**src/rtl/pwm_pkg.sv**
```systemverilog
// rtl/pwm_pkg.sv - shared constants, FSM state type and duty clamp helper for the PWM duty controller
package pwm_pkg;

  localparam int DUTY_W       = 4;
  localparam int MAX_DUTY     = 10;
  localparam int DEFAULT_DUTY = 5;

  typedef enum logic {IDLE, RAMP} state_t;

  function automatic logic [DUTY_W-1:0] clamp_duty(input logic [DUTY_W-1:0] d);
    return (d > DUTY_W'(MAX_DUTY)) ? DUTY_W'(MAX_DUTY) : d;
  endfunction

endpackage

```
**src/rtl/pwm_ramp_div.sv**
```systemverilog
// rtl/pwm_ramp_div.sv - divides period_wrap pulses down to one ramp step every RAMP_DIV wraps
module pwm_ramp_div #(
  parameter int RAMP_DIV = 2,
  parameter int DIV_W    = 4
) (
  input  logic i_clk,
  input  logic i_rst,
  input  logic i_clr,
  input  logic i_period_wrap,
  output logic o_step
);

  localparam logic [DIV_W-1:0] LP_LAST = DIV_W'(RAMP_DIV - 1);

  logic [DIV_W-1:0] r_cnt;
  logic             w_last;

  assign w_last = (r_cnt == LP_LAST);
  // Combinational so the owner registers the new duty on the very wrap that completes the count.
  assign o_step = i_period_wrap & ~i_clr & w_last;

  always_ff @(posedge i_clk or posedge i_rst) begin
    if (i_rst) begin
      r_cnt <= '0;
    end else if (i_clr) begin
      r_cnt <= '0;
    end else if (i_period_wrap) begin
      r_cnt <= w_last ? '0 : r_cnt + DIV_W'(1);
    end
  end

endmodule

```
**src/rtl/pwm_duty_ramp_ctrl.sv**
```systemverilog
// rtl/pwm_duty_ramp_ctrl.sv - duty register owner: host/button arbitration, clamp, boundary-aligned ramp
// Optional soft start on reset selected by PWM_SOFT_START_EN.
module pwm_duty_ramp_ctrl
  import pwm_pkg::*;
#(
  parameter int RAMP_DIV = 2,
  parameter int DIV_W    = 4
) (
  input  logic              i_clk,
  input  logic              i_rst,
  input  logic              i_period_wrap,
  input  logic              i_btn_inc,
  input  logic              i_btn_dec,
  input  logic              i_host_valid,
  input  logic [DUTY_W-1:0] i_host_duty,
  output logic              o_host_ready,
  output logic [DUTY_W-1:0] o_duty_out,
  output logic              o_duty_upd,
  output logic              o_busy,
  output logic              o_err_range
);

  localparam logic [DUTY_W-1:0] LP_MAX = DUTY_W'(MAX_DUTY);
  localparam logic [DUTY_W-1:0] LP_DEF = DUTY_W'(DEFAULT_DUTY);

  state_t            r_state;
  logic [DUTY_W-1:0] r_duty;
  logic [DUTY_W-1:0] r_target;
  logic              r_upd;
  logic              r_busy;
  logic              r_ready;
  logic              r_err;

  logic              w_step;
  logic              w_div_clr;
  logic [DUTY_W-1:0] w_host_tgt;
  logic [DUTY_W-1:0] w_next;

  assign w_div_clr  = (r_state != RAMP);
  assign w_host_tgt = clamp_duty(i_host_duty);
  assign w_next     = (r_target > r_duty) ? r_duty + DUTY_W'(1) : r_duty - DUTY_W'(1);

  pwm_ramp_div #(
    .RAMP_DIV(RAMP_DIV),
    .DIV_W   (DIV_W)
  ) u_div (
    .i_clk        (i_clk),
    .i_rst        (i_rst),
    .i_clr        (w_div_clr),
    .i_period_wrap(i_period_wrap),
    .o_step       (w_step)
  );

  always_ff @(posedge i_clk or posedge i_rst) begin
    if (i_rst) begin
      r_upd    <= 1'b0;
      r_err    <= 1'b0;
      r_target <= LP_DEF;
`ifdef PWM_SOFT_START_EN
      r_state  <= RAMP;
      r_duty   <= '0;
      r_busy   <= 1'b1;
      r_ready  <= 1'b0;
`else
      r_state  <= IDLE;
      r_duty   <= LP_DEF;
      r_busy   <= 1'b0;
      r_ready  <= 1'b1;
`endif
    end else begin
      r_upd <= 1'b0;
      r_err <= 1'b0;
      case (r_state)
        IDLE: begin
          // Host transfer takes priority; a coincident button pulse is simply dropped.
          if (i_host_valid) begin
            r_target <= w_host_tgt;
            r_err    <= (i_host_duty > LP_MAX);
            if (w_host_tgt != r_duty) begin
              r_state <= RAMP;
              r_busy  <= 1'b1;
              r_ready <= 1'b0;
            end
          end else if (i_btn_inc && !i_btn_dec && (r_duty < LP_MAX)) begin
            r_target <= r_duty + DUTY_W'(1);
            r_state  <= RAMP;
            r_busy   <= 1'b1;
            r_ready  <= 1'b0;
          end else if (i_btn_dec && !i_btn_inc && (r_duty != '0)) begin
            r_target <= r_duty - DUTY_W'(1);
            r_state  <= RAMP;
            r_busy   <= 1'b1;
            r_ready  <= 1'b0;
          end
        end
        RAMP: begin
          if (w_step) begin
            r_duty <= w_next;
            r_upd  <= 1'b1;
            if (w_next == r_target) begin
              r_state <= IDLE;
              r_busy  <= 1'b0;
              r_ready <= 1'b1;
            end
          end
        end
        default: begin
          r_state <= IDLE;
          r_busy  <= 1'b0;
          r_ready <= 1'b1;
        end
      endcase
    end
  end

  assign o_duty_out   = r_duty;
  assign o_duty_upd   = r_upd;
  assign o_busy       = r_busy;
  assign o_host_ready = r_ready;
  assign o_err_range  = r_err;

endmodule
```
**config.mk**
```make
export PLATFORM = sky130hd
export DESIGN_NAME = pwm_duty_ramp_ctrl
export DESIGN_NICKNAME = d
export VERILOG_FILES = /design/src/rtl/pwm_pkg.sv /design/src/rtl/pwm_ramp_div.sv /design/src/rtl/pwm_duty_ramp_ctrl.sv
export SDC_FILE = /design/constraint.sdc
export NUM_CORES = 1
export LEC_CHECK = 0
export ABC_AREA = 1
export BUFFER_PORTS_ARGS = -buffer_cell sky130_fd_sc_hd__buf_2
export CAP_MARGIN = 40
export CORE_ASPECT_RATIO = 1.25
export CORE_MARGIN = 8
export CORE_UTILIZATION = 61
export CTS_CLUSTER_SIZE = 25
export DETAILED_ROUTE_END_ITERATION = 12
export GPL_TIMING_DRIVEN = 0
export PLACE_DENSITY = 0.84
export SETUP_SLACK_MARGIN = 0.05
export SLEW_MARGIN = 10
export SYNTH_ARGS = -nofsm -noshare
export SYNTH_HDL_FRONTEND = slang
export SYNTH_SLANG_ARGS = --single-unit
```
**constraint.sdc**
```tcl
create_clock -name i_clk -period 3.2 [get_ports i_clk]
set_clock_uncertainty 0.15 [all_clocks]
set_input_delay 0.16 -clock i_clk [delete_from_list [all_inputs] [get_ports i_clk]]
set_output_delay 0.16 -clock i_clk [all_outputs]
set_load 0.1 [all_outputs]
```
======== Word level (Yosys, flattened, before mapping) ========
Index checks and enable logic that the tools add are counted.
operators by class
  equal/unequal tests ..................... 8
  bitwise operators ....................... 3
  magnitude comparators ................... 3
  multiplexer cells ....................... 33
  reductions and logical operators ........ 11
  $add $sub $neg .......................... 3
operators with widths
  kind                   count
  $mux W4                8
  $mux W1                22
  $add A4 B1 Y4 const B  2
  $pmux W1 S2            3
  $eq A4 B1 Y1 const B   1
  $eq A4 B4 Y1           1
  $gt A4 B4 Y1           1
  $gt A4 B4 Y1 const B   1
  $logic_and A1 B1 Y1    4
  $lt A4 B4 Y1 const B   1
  $ne A2 B1 Y1 const B   2
  $ne A4 B4 Y1           1
  $ne A4 B4 Y1 const B   1
  $reduce_and A2 Y1      2
  $reduce_and A4 Y1      1
  $reduce_bool A4 Y1     1
  $sub A4 B1 Y4 const B  1
  $ne A3 B3 Y1 const B   1
  $reduce_bool A3 Y1     1
  $and A1 B1 Y1          2
  $logic_not A1 Y1       2
  $ne A2 B2 Y1 const B   1
  $not A1 Y1             1
storage, ports and cells
  bits in registers ....................... 17
  output and inout port bits .............. 8
  word-level logic and storage cells ...... 69
  input port bits ......................... 10

======== Longest topological paths before layout ========
Gate-level depths: netlist of run 1.
  word-level depth ........................ 7
  gate-level depth with buffers ........... 15
  depth with buffers taken out ............ 15

======== Modules after synthesis ========
From an unflattened synthesis of run 1, not the netlist that was laid out.
unflattened totals
  cell total of the unflattened synthesis .. 181
  area, all modules ....................... 1,268.7 sq um
modules (own cells, without submodules)
  module              cells each  instances  area an instance (sq um)
  pwm_duty_ramp_ctrl  146         1          1,018.5
  pwm_ramp_div        35          1          250.2

======== Worst setup path before layout of run 1 ========
OpenSTA, ideal clock, no wires.
  path kind ............................... register to register
  start ................................... register r_duty[3] (netlist: o_duty_out[3])
  end ..................................... register r_busy (netlist: o_busy)
  period minus slack after synthesis ...... 2,600 ps
  arrival time ............................ 2,328 ps
  cell stages (with the launch flop) ...... 13
  setup slack ............................. 600 ps
  setup time .............................. 122 ps
  data required time ...................... 2,928 ps
  cells stage by stage .................... dfrtp_1 > inv_2 > ha_1 > a21oi_2 > nand2_4 > nand2_4 > nand2_2 > nand3_1 > inv_2 > nor2_2 > nand2_2 > nand2_1 > nand2_1
on the way
  cells in the longest elaborated chain, start to end .. 5
  elaborated cells between the ends (all ways) .. 17
  classes of those cells .................. add/sub: 2; order compare: 2; eq/ne: 5; mux: 4; reduce/logical: 4
ends and longest elaborated chain
  item                                                               RTL line                                             text
  start, declared                                                    pwm_duty_ramp_ctrl.sv:27                             logic [DUTY_W-1:0] r_duty;
  start signal, assigned                                             pwm_duty_ramp_ctrl.sv:98                             r_duty <= w_next;
  $sub A4 B1 Y4 (tied with other cells)                              pwm_duty_ramp_ctrl.sv:41                             assign w_next = (r_target > r_duty) ? r_duty + DUTY_W'(1) : r_duty - DUTY_W'(1);
  $mux W4 / $logic_and A1 B1 Y1 (equally long branches)              pwm_duty_ramp_ctrl.sv:41, pwm_duty_ramp_ctrl.sv:84
  $eq A4 B4 Y1 / $mux W1 (equally long branches)                     pwm_duty_ramp_ctrl.sv:100, pwm_duty_ramp_ctrl.sv:84
  $ne A2 B1 Y1 (no line) / $mux W1 (equally long branches)           --
  $reduce_and A4 Y1 (no line) / $pmux W1 S2 (equally long branches)  --
  end signal, assigned                                               pwm_duty_ramp_ctrl.sv:92                             r_busy <= 1'b1;
  end signal, assigned                                               pwm_duty_ramp_ctrl.sv:102                            r_busy <= 1'b0;
  end signal, assigned                                               pwm_duty_ramp_ctrl.sv:109                            r_busy <= 1'b0;
  end, declared                                                      pwm_duty_ramp_ctrl.sv:30                             logic r_busy;
Parallel ways exist; a longest one is shown, timed or not.
A chain may end at the register's enable or synchronous reset.

======== Worst setup path in the final report of run 1 ========
  start ................................... register r_duty[2] (netlist: o_duty_out[2])
  end ..................................... register r_state
on the way
  cells in the longest elaborated chain, start to end .. 6
  elaborated cells between the ends (all ways) .. 17
  classes of those cells .................. add/sub: 2; order compare: 2; eq/ne: 2; mux: 8; reduce/logical: 3
ends and longest elaborated chain
  item                                                   RTL line                                             text
  $sub A4 B1 Y4 (tied with other cells)                  pwm_duty_ramp_ctrl.sv:41
  $mux W4 / $logic_and A1 B1 Y1 (equally long branches)  pwm_duty_ramp_ctrl.sv:41, pwm_duty_ramp_ctrl.sv:89
  $eq A4 B4 Y1 / $mux W1 (equally long branches)         pwm_duty_ramp_ctrl.sv:100, pwm_duty_ramp_ctrl.sv:89
  $mux W1 (on tied branches)                             pwm_duty_ramp_ctrl.sv:100, pwm_duty_ramp_ctrl.sv:84
  $mux W1 (on tied branches)                             pwm_duty_ramp_ctrl.sv:97, pwm_duty_ramp_ctrl.sv:76
  $pmux W1 S2 *                                          pwm_duty_ramp_ctrl.sv:73                             case (r_state)
  end signal, assigned                                   pwm_duty_ramp_ctrl.sv:80                             r_state <= RAMP;
  end signal, assigned                                   pwm_duty_ramp_ctrl.sv:101                            r_state <= IDLE;
  end signal, assigned                                   pwm_duty_ramp_ctrl.sv:108                            r_state <= IDLE;
  end, declared                                          pwm_duty_ramp_ctrl.sv:26                             state_t r_state;
Every way passes the cells marked *; elsewhere a longest branch is shown, timed or not.

==> results of run 1 <==
## kinds of logic after synthesis
logic type	synth area share
and+or+nand+nor	0.348
AOI/OAI and AO/OA	0.117
xor gates and xnor gates	0.0501
adders and majority gates	0.0741
buffers and inverters	0.0918
DFF	0.320
## cell usage in the layout (no fill, tap or decap), types with 2 or more instances in the layout
master / count
nand2_1: 24
nand3_1: 22
inv_1: 20
buf_2: 17
dfrtp_1: 12
nor2_1: 11
nand2_2: 11
inv_2: 10
ha_1: 8
o21ai_1: 6
o21ai_0: 6
nand3_2: 5
dfstp_2: 5
o22ai_1: 4
a21oi_1: 4
nor2_4: 3
xor2_1: 3
clkbuf_4: 3
o21ai_2: 2
xnor2_2: 2
nand2_4: 2
nor2_2: 2
nand4_1: 2
nor3_1: 2
## final timing paths
check	slack, ps	to	depth (start not counted)	startpoint
worst max-delay path	900	r_state	15	o_duty_out[2]
worst min-delay path	30	o_duty_upd	3	i_period_wrap
worst max register to register	900	r_state	15	o_duty_out[2]
worst min register to register	320	o_host_ready	2	o_host_ready
max in group asynchronous	2160	r_target[3]	3	i_rst
min in group asynchronous	320	u_div.r_cnt[3]	3	i_rst
## cell usage after synthesis, types with 3 or more instances
master and n:
nand3_1 22, o21ai_1 6, o22ai_1 4, nand2_1 24
nand2_2 11, nor2_1 11, dfrtp_1 12, ha_1 8
nand3_2 5, a21oi_1 4, nor2_4 3, dfstp_2 5
inv_1 20, inv_2 10, o21ai_0 6, xor2_1 3
## sequential cells by signal (all words and copies together) (netlist names)
register	flops
o_duty_out	4
r_target	4
u_div.r_cnt	4
o_busy	1
o_duty_upd	1
o_err_range	1
o_host_ready	1
r_state	1
## timing repair
| item | 4_1_cts | 5_1_grt |
|---|---|---|
| hold buffers | 1 | 0 |
| endpoints found under the setup margin | 0 | 0 |
| endpoints found under the hold margin | 12 | 0 |
## worst max-delay path, cell delays in order, from the launching register on
cell and delay (ps):
dfstp_2 550, buf_6 160, inv_1 90, ha_1 300, nand2_1 90, inv_2 60
nand2_2 80, nand2_4 90, nand2_4 120, nand2_1 90, nand3_2 70, nand2_2 70
nor2_1 100, nand2_1 60, nand2_1 50, nand3_1 60
## final cells by class
type                    count  share of cell area
clock buffers               4              0.0175
repair buffers             18              0.0635
well taps                  21              0.0175
flip-flops and latches     17               0.288
multi-input cells         125               0.530
plain buffers               1             0.00752
inverters                  30              0.0752
## metal layers
metal / up-vias / routed length [µm]
met5: - / 0
met4: 0 / 107
met3: 9 / 129
met2: 45 / 1630
met1: 559 / 1240
li1: 606 / -
## per-stage QoR
| step | setup WS (ps) | instances |
|---|---|---|
| final | 901 | 216 |
| after global routing | 763 | 216 |
| after CTS | 896 | 216 |
| after detailed placement | 914 | 211 |
| after global placement | 990 | 211 |
| after floorplan | 600 | 173 |
==> run summary, run 1 <==
Critical path peak fanout = 8
Yosys cell types = 29
Post-CTS setup buffers = 0
Startpoint type of the worst setup path = flop
GPL Wtd Cong = 0.804
CTS Buf Count = 3
Synth Net Count = 191
First-pass GRT wire length = 5.27 mm
DR WL/cell = 14.4 µm
Syn avg cell area = 7.80 µm²
Met3 Track Usage GR = 0.0204
Crit. End Element = flop
Met1 Use GR = 0.166
Port Buffers = 17
GR met2 Demand/Resource = 0.344
Area post-placement = 1460 µm²
Minimum clock period = 2300 ps
Synth warn = 0
Drt drc = 0
Ys flop type = dfrtp_1
Die area = 3980 µm²
Post-synth ARST share = 1.00
Layout fillers = 192
Final setup TNS = 0 ps
Max Slew Vio Count = 0
CTS tree = built
Main area contributors after synthesis = dfrtp_1 22%, dfstp_2 9.7%, nand3_1 8.2%
Routed Antenna Nets = 0
Area of the multi-input gates = 795 µm²
Number of max-cap violations = 0
Req. time, crit path = 3240 ps
Max Freq = 435 MHz
GRT Max-Usage Layer = met2
Root buffer cell = clkbuf_4
Total GRT Usage = 0.173
Slew headroom = 0.573
Initial antenna violation count = 0
Yosys reg bits = 17
DIE WIDTH = 58.1 µm
Final Core Density = 0.700
Crit path DAT = 2340 ps
Total gr overflow = 0
Area leader, netlist = dfrtp_1
Setup violators final = 0
Worst Hold Class = primary input to flop
Clock Latency Late Sink = 300 ps
Vias per cell = 5.64
Post-cts resize count = 0
Worst-Margin Slew = 640 ps
Nets@finish = 214
Number of synthesized flops with an enable pin = 0
Routed WL = 3.11 mm
Largest net degree at the start of global routing = 18
Io pins = 18
Antenna diodes = 0
DRT iter0 DRCs = 41
RSZ-0062 raised after global routing = false
Register area = 432 µm²
Syn-to-layout area delta = 10.9%
Initial Util = 0.631
Via count = 1219
Cells after Synth = 173
Synth top area share = 0.222
Period utilisation layout = 0.718
WHS = 33.5 ps
Hold Fails Final Rpt = 0
Design area = 1500 µm²
Crit Path Class = flop to flop
Core Region = 2140 µm²
Outcome = finished, final reports clean
Dpl hpwl = 2.45 mm
Iteration count of the initial detailed-routing pass = 4
Register area share after synthesis = 0.320
Layout cells sized above 1 = 0.338
Clock sinks = 17
Clock transition at path regs = 100 ps
# rows = 19
CTS H-tree depth = 1
Die H = 68.6 µm
Netlist Area Pre-Place = 1350 µm²
Clock Tree Buf Depth = 2
Number of global-route vias before repair = 1280
Power of run 1 is left out: the tool's default activity adds up to more than one toggle a clock period on the data nets, which glitch-free logic cannot reach.
==> run 2: changes to the inputs <==
CORE_UTILIZATION = 57   (was 61)
PLACE_DENSITY = 0.79   (was 0.84)
clock period = 2.4 ns   (was 3.2 ns; I/O delays follow)
==> run summary, run 2 (synthesized netlist as in run 1, its figures left out) <==
Area post-placement = 1490 µm² (was 1460 µm²)
Clock Tree Buf Depth = 2 (unchanged)
Reg2reg setup slack = 190 ps (was 900 ps)
R2R depth = 15 (unchanged)
DRT iter0 DRCs = 38 (was 41)
First-pass GRT wire length = 5.51 mm (was 5.27 mm)
Drt drc = 0 (unchanged)
Root buffer cell = clkbuf_4 (unchanged)
Clock transition at path regs = 120 ps (was 100 ps)
Final setup TNS = 0 ps (unchanged)
Period utilisation layout = 0.922 (was 0.718)
Worst Hold Class = primary input to flop (unchanged)
Count of cells along the worst hold path = 3 (unchanged)
WHS Endpoint = r_target[0] (was o_duty_upd)
Hold Crit Start = i_host_valid (was i_period_wrap)
Via count = 1247 (was 1219)
Routed Antenna Nets = 0 (unchanged)
Crit Path Class = flop to flop (unchanged)
Hold Fails Final Rpt = 0 (unchanged)
GPL Wtd Cong = 0.955 (was 0.804)
Clock sinks = 17 (unchanged)
Io pins = 18 (unchanged)
Slew headroom = 0.561 (was 0.573)
Layout fillers = 184 (was 192)
Register area = 438 µm² (was 432 µm²)
Req. time, crit path = 2450 ps (was 3240 ps)
CP max stage delay = 640 ps (was 550 ps)
Core Region = 2230 µm² (was 2140 µm²)
Startpoint type of the worst setup path = flop (unchanged)
Layout cells sized above 1 = 0.381 (was 0.338)
Number of global-route vias before repair = 1317 (was 1280)
Initial antenna violation count = 0 (unchanged)
WHS = 22.3 ps (was 33.5 ps)
Clock Latency Late Sink = 310 ps (was 300 ps)
DIE WIDTH = 59.5 µm (was 58.1 µm)
Dpl hpwl = 2.52 mm (was 2.45 mm)
Crit-path slowest cell = dfstp_4 (was dfstp_2)
# rows = 19 (unchanged)
Setup violators final = 0 (unchanged)
Outcome = finished, final reports clean (unchanged)
Routed WL = 3.20 mm (was 3.11 mm)
Port Buffers = 17 (unchanged)
Critical path peak fanout = 7 (was 8)
Max Slew Vio Count = 0 (unchanged)
Die area = 4190 µm² (was 3980 µm²)
CTS Buf Count = 3 (unchanged)
Worst-Margin Slew = 657 ps (was 640 ps)
Number of max-cap violations = 0 (unchanged)
DR WL/cell = 14.0 µm (was 14.4 µm)
Iteration count of the initial detailed-routing pass = 4 (unchanged)
CP Cell Sequence = buf_12 > inv_2 > ha_1 > nand2_1 > inv_2 > nand2_2 > nand2_4 > nand2_4 > nand2_2 > nand3_2 > nand2_2 > nor2_1 > nand2_1 > nand2_1 > nand3_1 (was buf_6 > inv_1 > ha_1 > nand2_1 > inv_2 > nand2_2 > nand2_4 > nand2_4 > nand2_1 > nand3_2 > nand2_2 > nor2_1 > nand2_1 > nand2_1 > nand3_1)
Die H = 70.4 µm (was 68.6 µm)
Crit path DAT = 2270 ps (was 2340 ps)
Area of the multi-input gates = 810 µm² (was 795 µm²)
Initial Util = 0.604 (was 0.631)
Crit. End Element = flop (unchanged)
Design area = 1560 µm² (was 1500 µm²)
Placed Cells = 221 (was 211)
Most common library cell in the layout ignoring fill and taps = nand2_1 (unchanged)
Total gr overflow = 0 (unchanged)
RSZ-0062 raised after global routing = false (unchanged)
Commonest non-fill, non-tap cells in the layout = 22 x nand2_1, 20 x nand3_1, 19 x inv_1 (was 24 x nand2_1, 22 x nand3_1, 20 x inv_1)
Vias per cell = 5.47 (was 5.64)
CTS tree = built (unchanged)
Largest net degree at the start of global routing = 18 (unchanged)
Nets@finish = 216 (was 214)
Max Freq = 452 MHz (was 435 MHz)
Antenna diodes = 0 (unchanged)
Final non-filler cell total = 228 (was 216)
Syn-to-layout area delta = 15.7% (was 10.9%)
Total GRT Usage = 0.164 (was 0.173)
R2R Path End = r_state (unchanged)
CTS H-tree depth = 1 (unchanged)
Launching point of the worst reg2reg path = o_duty_out[2] (unchanged)
Minimum clock period = 2210 ps (was 2300 ps)
## run 2: metal layers
| layer | part of all wire | track usage | wire, µm | vias up |
|---|---|---|---|---|
| met3 | 0.047 | 0.0348 | 150 | 12 |
| met1 | 0.39 | 0.172 | 1240 | 577 |
| met5 | 0 | 0 | 0 | - |
| li1 | - | - | - | 616 |
| met4 | 0.037 | 0.0878 | 117 | 0 |
| met2 | 0.53 | 0.288 | 1690 | 42 |
## run 2: area by class of cell
cell class,count,area share
buffer,1,0.0128
clock buffer,3,0.0144
clock inverter,1,0.00481
inverter,30,0.0721
multi-input combinational,125,0.518
sequential,17,0.280
tap,31,0.0248
timing repair buffer,20,0.0721
## run 2: timing repair
action	CTS	global route
endpoints found under the hold margin	13	0
resized for setup	0	2
hold buffers	2	0
endpoints found under the setup margin	0	3
buffers inserted	0	1
## run 2: worst max-delay path by stage
stage | from | to | slack (ps) | cells after the start
after floorplan | o_duty_out[2] | r_state | 50 | 15
after global placement | o_duty_out[2] | r_state | 150 | 15
after detailed placement | o_duty_out[2] | r_state | 90 | 15
after CTS | o_duty_out[2] | r_state | 70 | 15
after global routing | o_duty_out[2] | r_state | 50 | 15
final | o_duty_out[2] | r_state | 190 | 15
## run 2: critical path: cells and delay by family (launching register included)
kind / cells / cell delay, ps
adders and majority gates: 1 / 290
DFF: 1 / 640
and+or+nand+nor: 11 / 840
buffers and inverters: 3 / 200
## run 2: stage by stage
stage	setup slack [ps]	util
finish	186	0.699
global route	48.8	0.699
CTS	72.9	0.691
detailed placement	93.0	0.669
global placement	145	0.669
floorplan	50.3	-
Power of run 2 is left out for the same reason.
==> run 3: changes to the inputs <==
--- a/config.mk
+++ b/config.mk
@@ -16,5 +16,5 @@
 export GPL_TIMING_DRIVEN = 0
 export PLACE_DENSITY = 0.79
-export SETUP_SLACK_MARGIN = 0.05
+export SKIP_LAST_GASP = 1
 export SLEW_MARGIN = 10
 export SYNTH_ARGS = -nofsm -noshare
==> constraint.sdc (replaced) <==
create_clock -name i_clk -period 2.4 [get_ports i_clk]
set_clock_uncertainty 0.15 [all_clocks]
set_input_delay 0.24 -clock i_clk [delete_from_list [all_inputs] [get_ports i_clk]]
set_output_delay 0.24 -clock i_clk [all_outputs]
set_load 0.1 [all_outputs]
==> run summary, run 3 (synthesized netlist as in run 1, its figures left out) <==
R2R depth = 14 (was 15)
CP max stage delay = 650 ps (was 640 ps)
First-pass GRT wire length = 5.17 mm (was 5.51 mm)
RSZ-0062 raised after global routing = false (unchanged)
Core Region = 2230 µm² (unchanged)
Nets@finish = 216 (unchanged)
Period utilisation layout = 0.920 (was 0.922)
Die H = 70.4 µm (unchanged)
Antenna diodes = 0 (unchanged)
Clock transition at path regs = 110 ps (was 120 ps)
Drt drc = 0 (unchanged)
Post-cts resize count = 0 (unchanged)
Clock Tree Buf Depth = 2 (unchanged)
CP bufs+invs = 2 (was 3)
CTS H-tree depth = 1 (unchanged)
Critical path peak fanout = 7 (unchanged)
Root buffer cell = clkbuf_4 (unchanged)
Routed WL = 2.98 mm (was 3.20 mm)
Iteration count of the initial detailed-routing pass = 4 (unchanged)
Req. time, crit path = 2450 ps (about the same)
Launching point of the worst reg2reg path = o_duty_out[2] (unchanged)
Max Freq = 453 MHz (was 452 MHz)
Setup violators final = 0 (unchanged)
Via count = 1241 (was 1247)
Layout fillers = 207 (was 184)
Crit-path leading delay family = simple AND/OR/NAND/NOR gates (unchanged)
Largest net degree at the start of global routing = 18 (unchanged)
Most common library cell in the layout ignoring fill and taps = nand2_1 (unchanged)
Startpoint type of the worst setup path = flop (unchanged)
Outcome = finished, final reports clean (unchanged)
Initial antenna violation count = 0 (unchanged)
# rows = 19 (unchanged)
Count of cells along the worst hold path = 4 (was 3)
Crit. End Element = flop (unchanged)
Total GRT Usage = 0.156 (was 0.164)
Port Buffers = 17 (unchanged)
Die area = 4190 µm² (unchanged)
R2R Path End = r_state (unchanged)
Initial Util = 0.604 (unchanged)
Hold Crit Start = i_period_wrap (was i_host_valid)
Max Slew Vio Count = 0 (unchanged)
Final setup TNS = 0 ps (unchanged)
Total gr overflow = 0 (unchanged)
Clock sinks = 17 (unchanged)
Area of the multi-input gates = 795 µm² (was 810 µm²)
Clock Latency Late Sink = 300 ps (was 310 ps)
DIE WIDTH = 59.5 µm (unchanged)
CTS Buf Count = 3 (unchanged)
Commonest non-fill, non-tap cells in the layout = 24 x nand2_1, 22 x nand3_1, 20 x inv_1 (was 22 x nand2_1, 20 x nand3_1, 19 x inv_1)
Worst-Margin Slew = 633 ps (was 657 ps)
Crit-path slowest cell = dfstp_4 (unchanged)
Io pins = 18 (unchanged)
Minimum clock period = 2210 ps (about the same)
DR WL/cell = 13.1 µm (was 14.0 µm)
Crit path DAT = 2260 ps (was 2270 ps)
WHS Endpoint = u_div.r_cnt[0] (was r_target[0])
Register area = 438 µm² (unchanged)
CTS tree = built (unchanged)
Crit Path Class = flop to flop (unchanged)
Worst Hold Class = primary input to flop (unchanged)
Hold Fails Final Rpt = 0 (unchanged)
Dpl hpwl = 2.33 mm (was 2.52 mm)
Reg2reg setup slack = 190 ps (about the same)
Crit-path most repeated cell = nand2_1
Routed Antenna Nets = 0 (unchanged)
GPL Wtd Cong = 0.799 (was 0.955)
DRT iter0 DRCs = 30 (was 38)
Slew headroom = 0.577 (was 0.561)
Vias per cell = 5.44 (was 5.47)
Number of max-cap violations = 0 (unchanged)
Layout cells sized above 1 = 0.360 (was 0.381)
CP Cell Sequence = inv_1 > ha_1 > nand2_1 > inv_2 > nand2_2 > nand2_4 > nand2_4 > nand2_1 > nand3_2 > nand2_2 > nor2_1 > nand2_1 > nand2_1 > nand3_1 (was buf_12 > inv_2 > ha_1 > nand2_1 > inv_2 > nand2_2 > nand2_4 > nand2_4 > nand2_2 > nand3_2 > nand2_2 > nor2_1 > nand2_1 > nand2_1 > nand3_1)
Number of global-route vias before repair = 1227 (was 1317)
Syn-to-layout area delta = 13.3% (was 15.7%)
[run 3: cell types whose count changed in the layout (fill, tap and decap cells not counted), sizes merged]
| cell | change |
|---|---|
| clkinv | +1 |
| clkinvlp | -1 |
| dlygate4sd3 | -1 |
| buf | +1 |
[run 3: cell type report]
class	instances	area share
Multi-Input combinational cell	125	0.520
Sequential cell	17	0.286
Timing Repair Buffer	21	0.0769
Inverter	30	0.0736
Tap cell	31	0.0254
Clock buffer	3	0.0147
Clock inverter	1	0.00327
[run 3: what timing repair did]
action,4_1_cts,5_1_grt
endpoints found under the setup margin,0,3
endpoints found under the hold margin,12,0
hold buffers,1,0
setup buffers,0,3
[run 3: worst register-to-register path, stage by stage (launching register included)]
cell	delay [ps]
dfstp_4	650
inv_1	70
ha_1	290
nand2_1	80
inv_2	60
nand2_2	80
nand2_4	90
nand2_4	110
nand2_1	90
nand3_2	70
nand2_2	70
nor2_1	120
nand2_1	60
nand2_1	60
nand3_1	60
[run 3: how the worst max path moves through the flow]
stage,start,endpoint,slack (ps),depth (start not counted)
after floorplan,o_duty_out[2],o_busy,10,15
after CTS,o_duty_out[2],r_state,70,15
after detailed placement,o_duty_out[2],r_state,70,15
after global placement,o_duty_out[2],r_state,100,15
final,o_duty_out[2],r_state,190,14
after global routing,o_duty_out[2],r_state,80,14
[run 3: layer usage]
metal,up-vias,part of all wire,track usage
met5,-,0,0
met4,0,0.022,0.0745
met3,6,0.027,0.0128
met2,30,0.52,0.270
met1,591,0.43,0.183
li1,614,-,-
[run 3: stage by stage]
step	cells	cell area [µm²]	hold WS, ps	setup slack [ps]	utilization
3_3_place_gp	221	1480	194	98.6	0.662
6_report	228	1530	93.2	191	0.684
5_1_grt	228	1530	118	77.1	0.684
2_1_floorplan	173	1360	12.3	11.0	-
3_5_place_dp	221	1480	208	73.2	0.662
4_1_cts	226	1520	103	65.2	0.679
Power of run 3 is left out for the same reason.
